$ cat config.mk
export PLATFORM = sky130hd
export DESIGN_NAME = pc_gen
export DESIGN_NICKNAME = d
export VERILOG_FILES = /design/src/rtl/pc_pkg.sv /design/src/rtl/ras_stack.sv /design/src/rtl/pc_gen.sv
export SDC_FILE = /design/constraint.sdc
export NUM_CORES = 1
export LEC_CHECK = 0
export CORE_ASPECT_RATIO = 1.4
export CORE_MARGIN = 2
export CORE_UTILIZATION = 50
export CTS_BUF_LIST = sky130_fd_sc_hd__clkbuf_4 sky130_fd_sc_hd__clkbuf_8 sky130_fd_sc_hd__clkbuf_16
export CTS_CLUSTER_DIAMETER = 40
export DETAILED_ROUTE_END_ITERATION = 8
export PLACE_DENSITY = 0.89
export SYNTH_ARGS = -nofsm -noshare
export SYNTH_HDL_FRONTEND = slang
export SYNTH_HIERARCHICAL = 1
export SYNTH_SLANG_ARGS = --single-unit
$ cat constraint.sdc
create_clock -name clk -period 9 [get_ports clk]
set_input_delay 2.25 -clock clk [delete_from_list [all_inputs] [get_ports clk]]
set_output_delay 2.25 -clock clk [all_outputs]
set_load 0.1 [all_outputs]
$ cat src/rtl/pc_pkg.sv
// pc_pkg: shared definitions for the program counter generator.
//   pc_cmd_e : 3-bit operation code driven on pc_gen.pc_cmd
//              (codes 6 and 7 are reserved and behave as CMD_INC)
//   PC_STEP  : sequential instruction stride in bytes
package pc_pkg;

    localparam int unsigned PC_STEP = 4;

    typedef enum logic [2:0] {
        CMD_INC      = 3'd0,
        CMD_REL      = 3'd1,
        CMD_ABS      = 3'd2,
        CMD_CALL_ABS = 3'd3,
        CMD_CALL_REL = 3'd4,
        CMD_RET      = 3'd5
    } pc_cmd_e;

endpackage

$ cat src/rtl/ras_stack.sv
// ras_stack: circular return-address stack.
//   clk        : rising-edge clock
//   reset_n    : synchronous active-low reset (clears count and pointer only)
//   push       : write push_data as the new top entry
//   pop        : discard the top entry (ignored when empty)
//   push_data  : return address to store
//   top        : newest entry (meaningless while empty)
//   empty/full : occupancy decoded from the registered count
//   overflow   : push while full (oldest entry is overwritten)
//   underflow  : pop while empty (stack stays empty)
module ras_stack #(
    parameter int W     = 32,
    parameter int DEPTH = 4
) (
    input  logic         clk,
    input  logic         reset_n,
    input  logic         push,
    input  logic         pop,
    input  logic [W-1:0] push_data,
    output logic [W-1:0] top,
    output logic         empty,
    output logic         full,
    output logic         overflow,
    output logic         underflow
);

    localparam int CW = $clog2(DEPTH + 1);
    localparam int PW = $clog2(DEPTH);

    logic [W-1:0]  mem [DEPTH];
    logic [CW-1:0] count;
    logic [PW-1:0] ptr;       // next slot to write; ptr-1 is the top
    logic [PW-1:0] ptr_inc;
    logic [PW-1:0] ptr_dec;

    assign ptr_inc = (ptr == PW'(DEPTH - 1)) ? '0 : ptr + 1'b1;
    assign ptr_dec = (ptr == '0) ? PW'(DEPTH - 1) : ptr - 1'b1;

    assign empty     = (count == '0);
    assign full      = (count == CW'(DEPTH));
    assign overflow  = push & full;
    assign underflow = pop & ~push & empty;
    assign top       = mem[ptr_dec];

    // When full, ptr already points at the oldest entry, so a push
    // overwrites it and the count saturates.
    always_ff @(posedge clk) begin
        if (!reset_n) begin
            count <= '0;
            ptr   <= '0;
        end else if (push) begin
            ptr <= ptr_inc;
            if (!full) count <= count + 1'b1;
        end else if (pop && !empty) begin
            ptr   <= ptr_dec;
            count <= count - 1'b1;
        end
    end

    always_ff @(posedge clk) begin
        if (push) mem[ptr] <= push_data;
    end

endmodule

$ cat src/rtl/pc_gen.sv
// pc_gen: program counter generator with optional return-address stack.
// Build option: define PC_GEN_RAS_EN to include the RAS; otherwise the
// call codes act as plain jumps, RET acts as INC, and the RAS flags are tied.
//   clk         : rising-edge clock
//   reset_n     : synchronous active-low reset (highest priority)
//   pc_en       : advance enable; PC and RAS hold when low
//   pc_cmd      : operation code (pc_pkg::pc_cmd_e)
//   pc_v        : offset (REL, CALL_REL) or target (ABS, CALL_ABS)
//   flush       : redirect to flush_addr, overrides pc_en/pc_cmd
//   flush_addr  : redirect target
//   i_address   : current PC
//   ras_empty   : RAS holds no entries
//   ras_full    : RAS holds RAS_DEPTH entries
//   ras_err     : one-cycle pulse after a RAS overflow or underflow
module pc_gen
    import pc_pkg::*;
#(
    parameter int            AW        = 32,
    parameter logic [AW-1:0] RESET_VEC = '0,
    parameter int            RAS_DEPTH = 4
) (
    input  logic          clk,
    input  logic          reset_n,
    input  logic          pc_en,
    input  logic [2:0]    pc_cmd,
    input  logic [AW-1:0] pc_v,
    input  logic          flush,
    input  logic [AW-1:0] flush_addr,
    output logic [AW-1:0] i_address,
    output logic          ras_empty,
    output logic          ras_full,
    output logic          ras_err
);

    if (AW < 8 || AW > 64) begin : g_aw_check
        $error("pc_gen: AW out of range 8..64");
    end
    if (RAS_DEPTH < 2 || RAS_DEPTH > 16) begin : g_depth_check
        $error("pc_gen: RAS_DEPTH out of range 2..16");
    end
    if (RESET_VEC[1:0] != 2'b00) begin : g_vec_check
        $error("pc_gen: RESET_VEC must be 4-byte aligned");
    end

    pc_cmd_e       cmd;
    logic [AW-1:0] pc;
    logic [AW-1:0] pc_inc;
    logic [AW-1:0] pc_rel;
    logic [AW-1:0] pc_next;

    assign cmd       = pc_cmd_e'(pc_cmd);
    assign pc_inc    = pc + AW'(PC_STEP);
    assign pc_rel    = pc + pc_v;
    assign i_address = pc;

`ifdef PC_GEN_RAS_EN
    logic          step;
    logic          push;
    logic          pop;
    logic          overflow;
    logic          underflow;
    logic [AW-1:0] ras_top;
    logic          ras_err_q;

    assign step = ~flush & pc_en;
    assign push = step & ((cmd == CMD_CALL_ABS) | (cmd == CMD_CALL_REL));
    assign pop  = step & (cmd == CMD_RET);

    ras_stack #(
        .W     (AW),
        .DEPTH (RAS_DEPTH)
    ) u_ras (
        .clk       (clk),
        .reset_n   (reset_n),
        .push      (push),
        .pop       (pop),
        .push_data (pc_inc),
        .top       (ras_top),
        .empty     (ras_empty),
        .full      (ras_full),
        .overflow  (overflow),
        .underflow (underflow)
    );

    always_ff @(posedge clk) begin
        if (!reset_n) ras_err_q <= 1'b0;
        else          ras_err_q <= overflow | underflow;
    end
    assign ras_err = ras_err_q;
`else
    assign ras_empty = 1'b1;
    assign ras_full  = 1'b0;
    assign ras_err   = 1'b0;
`endif

    always_comb begin
        pc_next = pc;
        if (flush) begin
            pc_next = flush_addr;
        end else if (pc_en) begin
            case (cmd)
                CMD_REL,
                CMD_CALL_REL: pc_next = pc_rel;
                CMD_ABS,
                CMD_CALL_ABS: pc_next = pc_v;
`ifdef PC_GEN_RAS_EN
                CMD_RET:      pc_next = ras_empty ? pc_inc : ras_top;
`endif
                default:      pc_next = pc_inc;
            endcase
        end
    end

    always_ff @(posedge clk) begin
        if (!reset_n) pc <= RESET_VEC;
        else          pc <= pc_next;
    end

endmodule
Word level (Yosys, flattened, before mapping) --
Index checks and enable logic that the tools add are counted.
Storage, ports and cells: bits of input ports 71, register bits 32, output and inout bits 35, word-level logic and storage cells 13
Cells by class: mux-type cells 3, add/sub/neg operators 2, eq/ne operators 4, reductions and logical operators 3
Operators by type and width (count):
- two-way mux 32 bit | 2
- one-hot mux 32 bit (2 select lines) | 1
- adder 32 x 3 -> 32 bit (second input constant) | 1
- adder 32 bit | 1
- equality test 3 x 2 -> 1 bit (second input constant) | 2
- OR reduction 2 bit | 2
- equality test 3 x 1 -> 1 bit (second input constant) | 1
- equality test 3 bit (second input constant) | 1
- nonzero test 2 bit | 1

Logic depth before layout (Yosys ltp) --
depth in word-level cells 5, mapped depth 11, mapped depth without buffers 11

Worst setup path before layout --
No wires, ideal clock.
path type input port to flip-flop, from in pc_v[1], to reg pc[31] (netlist: i_address[31]), arrival time 4296 ps, data required time 8880 ps, setup time 120 ps, setup slack 4584 ps, stages 9, path buffers 0, path through ha_1 -> a211oi_1 -> o211ai_1 -> a211oi_2 -> nor2_4 -> a41o_1 -> nand4_1 -> mux2_1 -> a211o_1
Between the ends: longest elaborated chain between the ends 4
Ends and longest elaborated chain:
- from (decl) | line pc_gen.sv:26 | input logic [AW-1:0] pc_v,
- adder 32 bit | line pc_gen.sv:53 | assign pc_rel = pc + pc_v;
- one-hot mux 32 bit (2 select lines) | line pc_gen.sv:101 | case (cmd)
- two-way mux 32 bit | line pc_gen.sv:100 | end else if (pc_en) begin
- two-way mux 32 bit | line pc_gen.sv:98 | if (flush) begin
- to (signal assigned) | line pc_gen.sv:116 | else pc <= pc_next;
- to (decl) | line pc_gen.sv:46 | logic [AW-1:0] pc;
Every way passes these cells. The select of a mux whose other input is x is not followed. A chain may end at the register's enable or synchronous reset.

Worst setup path in the final report --
from in flush, to reg pc[30] (netlist: i_address[30])
Between the ends: longest elaborated chain between the ends 1, elaborated cells on any way between the ends 2, classes of those cells 1 x mux; 1 x reduce/logical
Ends and longest elaborated chain:
- from (decl) | line pc_gen.sv:27 | input logic flush,
- two-way mux 32 bit / nonzero test 2 bit (equally long branches)
Parallel ways exist; a longest one is shown, timed or not.

==> impl_summary.txt <==
----------------------------------------------------
[Outcome]
  Outcome ... complete, no violations

[Clocking]
  Clock Latency Late Sink ... about 0.28 ns
  Hold Buf Count CTS ... 0
  Number of cells upsized or downsized after cts ... 0
  Clock transition at path regs ... approximately 0.06 ns
  Clock tree from TritonCTS ... built
  Root cell of the clock tree ... clkbuf_16
  CTS H-tree lvls ... 2
  Setup fix buffers added after clock tree synthesis ... 0
  CTS buffer count ... 5
  Maximum buffer depth of the clock tree ... 2
  Sink count of the clock tree ... 32

[Floorplan]
  Area of the die ... between 9000 and 10000 µm²
  Total core area ... 8150 µm²
  DIE WIDTH ... 81.3 µm
  Io pins ... between 100 and 150
  Initial cell density of the core ... between 50% and 60%
  Number of placement rows ... 39
  Die boundary height ... approximately 110 µm

[Worst setup path]
  Worst Path Class, Setup ... in2reg
  Worst Setup EP ... i_address[30]$_SDFFE_PN0P_
  Required @ worst endpoint ... roughly 9.2 ns
  Nature of the critical path startpoint ... input port
  Register-to-Register Path Depth ... 9
  Family with the most delay on the worst path ... buffers and inverters
  Ordered list of cells on the worst path ... clkdlybuf4s50_1, buf_4, inv_1, nand2_1, a21o_1, o21ai_0, a2bb2oi_1, o211ai_1, o21ai_0
  FF-to-FF End ... i_address[30]$_SDFFE_PN0P_
  Bufs and invs on worst path ... 3
  Cell repeated most along the worst path ... o21ai_0
  Worst stage delay on the critical path ... 0.70 ns
  Critical Path Sink Type ... flop
  Crit. path cell count ... 9
  Worst-path cell with the longest stage delay ... nand2_1
  Critical path fanouts, max ... 46
  Worst setup path startpoint ... flush
  Arrival time at the worst endpoint ... 5.30 ns
  Reg2Reg Launch Point ... i_address[2]$_SDFFE_PN0P_
  Reg2reg setup slack ... 5.89 ns

[GRT]
  Number of global-route vias before repair ... 5118
  Wire length of the first global-routing pass ... ~24000 µm
  Initial antenna violation count ... 0
  Overall routing resource usage ... 32.4%
  Pin count of the biggest net entering global routing ... 47
  Overflow left after global routing ... 0

[Place]
  IO buf count ... 102
  HPWL after detailed placement ... 10700 µm
  Gp weighted congestion ... 0.956
  Placed Instance Area ... roughly 5200 µm²

[Route]
  Detailed route wirelength on metal2 ... 7470 µm
  Detailed-router iteration count before antenna repair ... 6
  DR top layer ... met4
  Detailed-route wire length ... 14800 µm
  Number of nets with antenna violations after routing ... 0
  Amount of wire on met3 after detailed routing ... 1010 µm
  Initial detailed-routing violation count ... 410
  Vias post-DR ... 5117
  Routed length on met1 ... 5580 µm
  Average detailed-routed wire length per instance ... approximately 19 µm
  Number of remaining DRC errors ... 0
  Number of vias per cell after detailed routing ... 6.54

[Yosys]
  Post-synthesis cell count ... 598
  Post-synthesis average cell area ... approximately 7 µm²
  Total number of yosys warnings ... 6
  Top cell type's share of synthesized area ... 15.3%
  Unique masters post-synth ... 64
  Combined area of all synthesized cells ... 4180 µm²
  Share of flip-flops with an asynchronous set or reset ... 0%
  Prevailing post-synth register cell ... dfxtp_1
  EDFF count, synth ... 0
  Cell types with the largest area share after synthesis ... dfxtp_1 15%, ha_1 9.6%, a21oi_1 8.1%
  Register bit total from synthesis ... 32
  Cell type with the highest aggregate area in the netlist ... dfxtp_1
  Part of the Yosys area used for sequential elements ... 15.3%

[Min path]
  Worst min-delay path class ... reg2reg

[Timing]
  Peak clock frequency supported by timing ... 0.194 GHz
  Tmin final ... 5.15 ns
  Final setup skew ... 0.00547 ns
  Setup tns final ... 0 ns
  Count of endpoints failing setup in the final report ... 0
  Number of endpoints with negative hold slack in the final report ... 0
  Fin. max-slew vios ... 0
  Relative slew slack ... 22.7%
  Unrepaired setup endpoints after global routing ... no
  Portion of the clock cycle consumed by the worst path in the final layout ... 57.2%
  Slew at the pin closest to its max-slew limit ... around 1.2 ns

[Run]
  Maximum Capacitance Violations ... 0

[Pwr]
  Maximum vdd ir drop ... approximately 0.10 mV
  Power density over the cells ... 143 nW/µm²
  LEAKAGE ... just over 2 nW

[Cells and area]
  Number of antenna cells inserted ... 0
  Share of cells above drive strength 1 ... ~3.4%
  Number of flip-flops under the largest register name ... 32
  Net total in the final layout ... 783
  Area grow syn2layout ... 28.7%
  Post-route cell area ... 5380 µm²

----------------------------------------------------
layout make-up:
class                      instances  area, µm²
inverter                          19       71.3
timing repair buffer             106       1050
tap                              102        128
fill                             722       2770
clock inverter                     2       10.0
clock buffer                       6        139
sequential                        32        641
multi-input combinational        515       3340
metal layers:
layer | global-route usage [%] | up-vias
met3 | 5.06 | 78
met5 | 0 | -
met4 | 19.8 | 0
met2 | 56.0 | 282
li1 | - | 2383
met1 | 36.1 | 2374
through the flow:
| step | hold slack (ns) | setup slack, ns | std cells | utilization, % | power [mW] |
|---|---|---|---|---|---|
| 3_5_place_dp | 0.469 | 3.65 | 774 | 64.2 | 0.582 |
| 5_1_grt | 0.515 | 3.64 | 782 | 66.1 | 0.805 |
| 2_1_floorplan | 0.893 | 4.58 | 599 | - | 0.469 |
| 3_3_place_gp | 0.464 | 3.91 | 774 | 64.2 | 0.574 |
| 6_report | 0.476 | 3.85 | 782 | 66.1 | 0.768 |
| 4_1_cts | 0.475 | 3.98 | 782 | 66.1 | 0.761 |
cell usage in the layout, fill, tap and decap left out, drive strengths merged, types with 4 or more instances in the layout:
cell           instances
clkdlybuf4s50        102
a21oi                 68
o21ai                 62
nor2                  53
nand2                 52
nor3                  41
xnor2                 35
ha                    32
dfxtp                 32
xor2                  20
nand3                 18
inv                   17
nand4                 12
a21o                  11
a211oi                11
a221oi                 9
o31ai                  9
a221o                  6
clkbuf                 6
o21a                   5
and3                   5
o211ai                 4
mux2i                  4
nand2b                 4
buf                    4
clkinv                 4
where the power goes:
part,total (mW),internal (mW),switching [mW]
clock,0.181,0.109,0.0716
combinational,0.408,0.142,0.265
sequential,0.180,0.155,0.0245
total,0.768,0.407,0.361
logic make-up after synthesis:
family,Yosys count,synth area share [%]
flops,32,15.3
fa+ha+maj,33,10.1
compound gates,218,33.7
simple gates,200,22.7
xor+xnor,55,11.5
buf+inv,52,5.06
mux,6,1.50
other cells,2,0.180
cells in the mapped netlist, drive strengths merged, types with 4 or more instances:
cell    instances
and3            5
nor2           53
o21a            5
nand3          18
xnor2          35
mux2i           4
a21o           11
nor3           41
ha             32
dfxtp          32
nand2b          4
o211ai          4
a21oi          68
o21ai          62
a221o           6
inv            17
xor2           20
nand4          12
a211oi         11
o31ai           9
a221oi          9
buf             9
clkbuf         24
nand2          52
tightest hold or removal path, delay by kind of cell (launching register included):
family | cells | cell delay (ns)
AO/OA/AOI/OAI | 1 | 0.05
flip-flops | 1 | 0.32
AND/OR/NAND/NOR | 1 | 0.06
worst min-delay path by stage:
stage | from | endpoint | slack (ns) | cells after the start
floorplan | i_address[0]$_SDFFE_PN0P_ | i_address[0]$_SDFFE_PN0P_ | 0.89 | 2
global placement | i_address[0]$_SDFFE_PN0P_ | i_address[0]$_SDFFE_PN0P_ | 0.46 | 2
detailed placement | i_address[0]$_SDFFE_PN0P_ | i_address[0]$_SDFFE_PN0P_ | 0.47 | 2
CTS | i_address[0]$_SDFFE_PN0P_ | i_address[0]$_SDFFE_PN0P_ | 0.47 | 2
global route | i_address[0]$_SDFFE_PN0P_ | i_address[0]$_SDFFE_PN0P_ | 0.51 | 2
finish | i_address[0]$_SDFFE_PN0P_ | i_address[0]$_SDFFE_PN0P_ | 0.48 | 2
(Power assumes the default switching activity.)
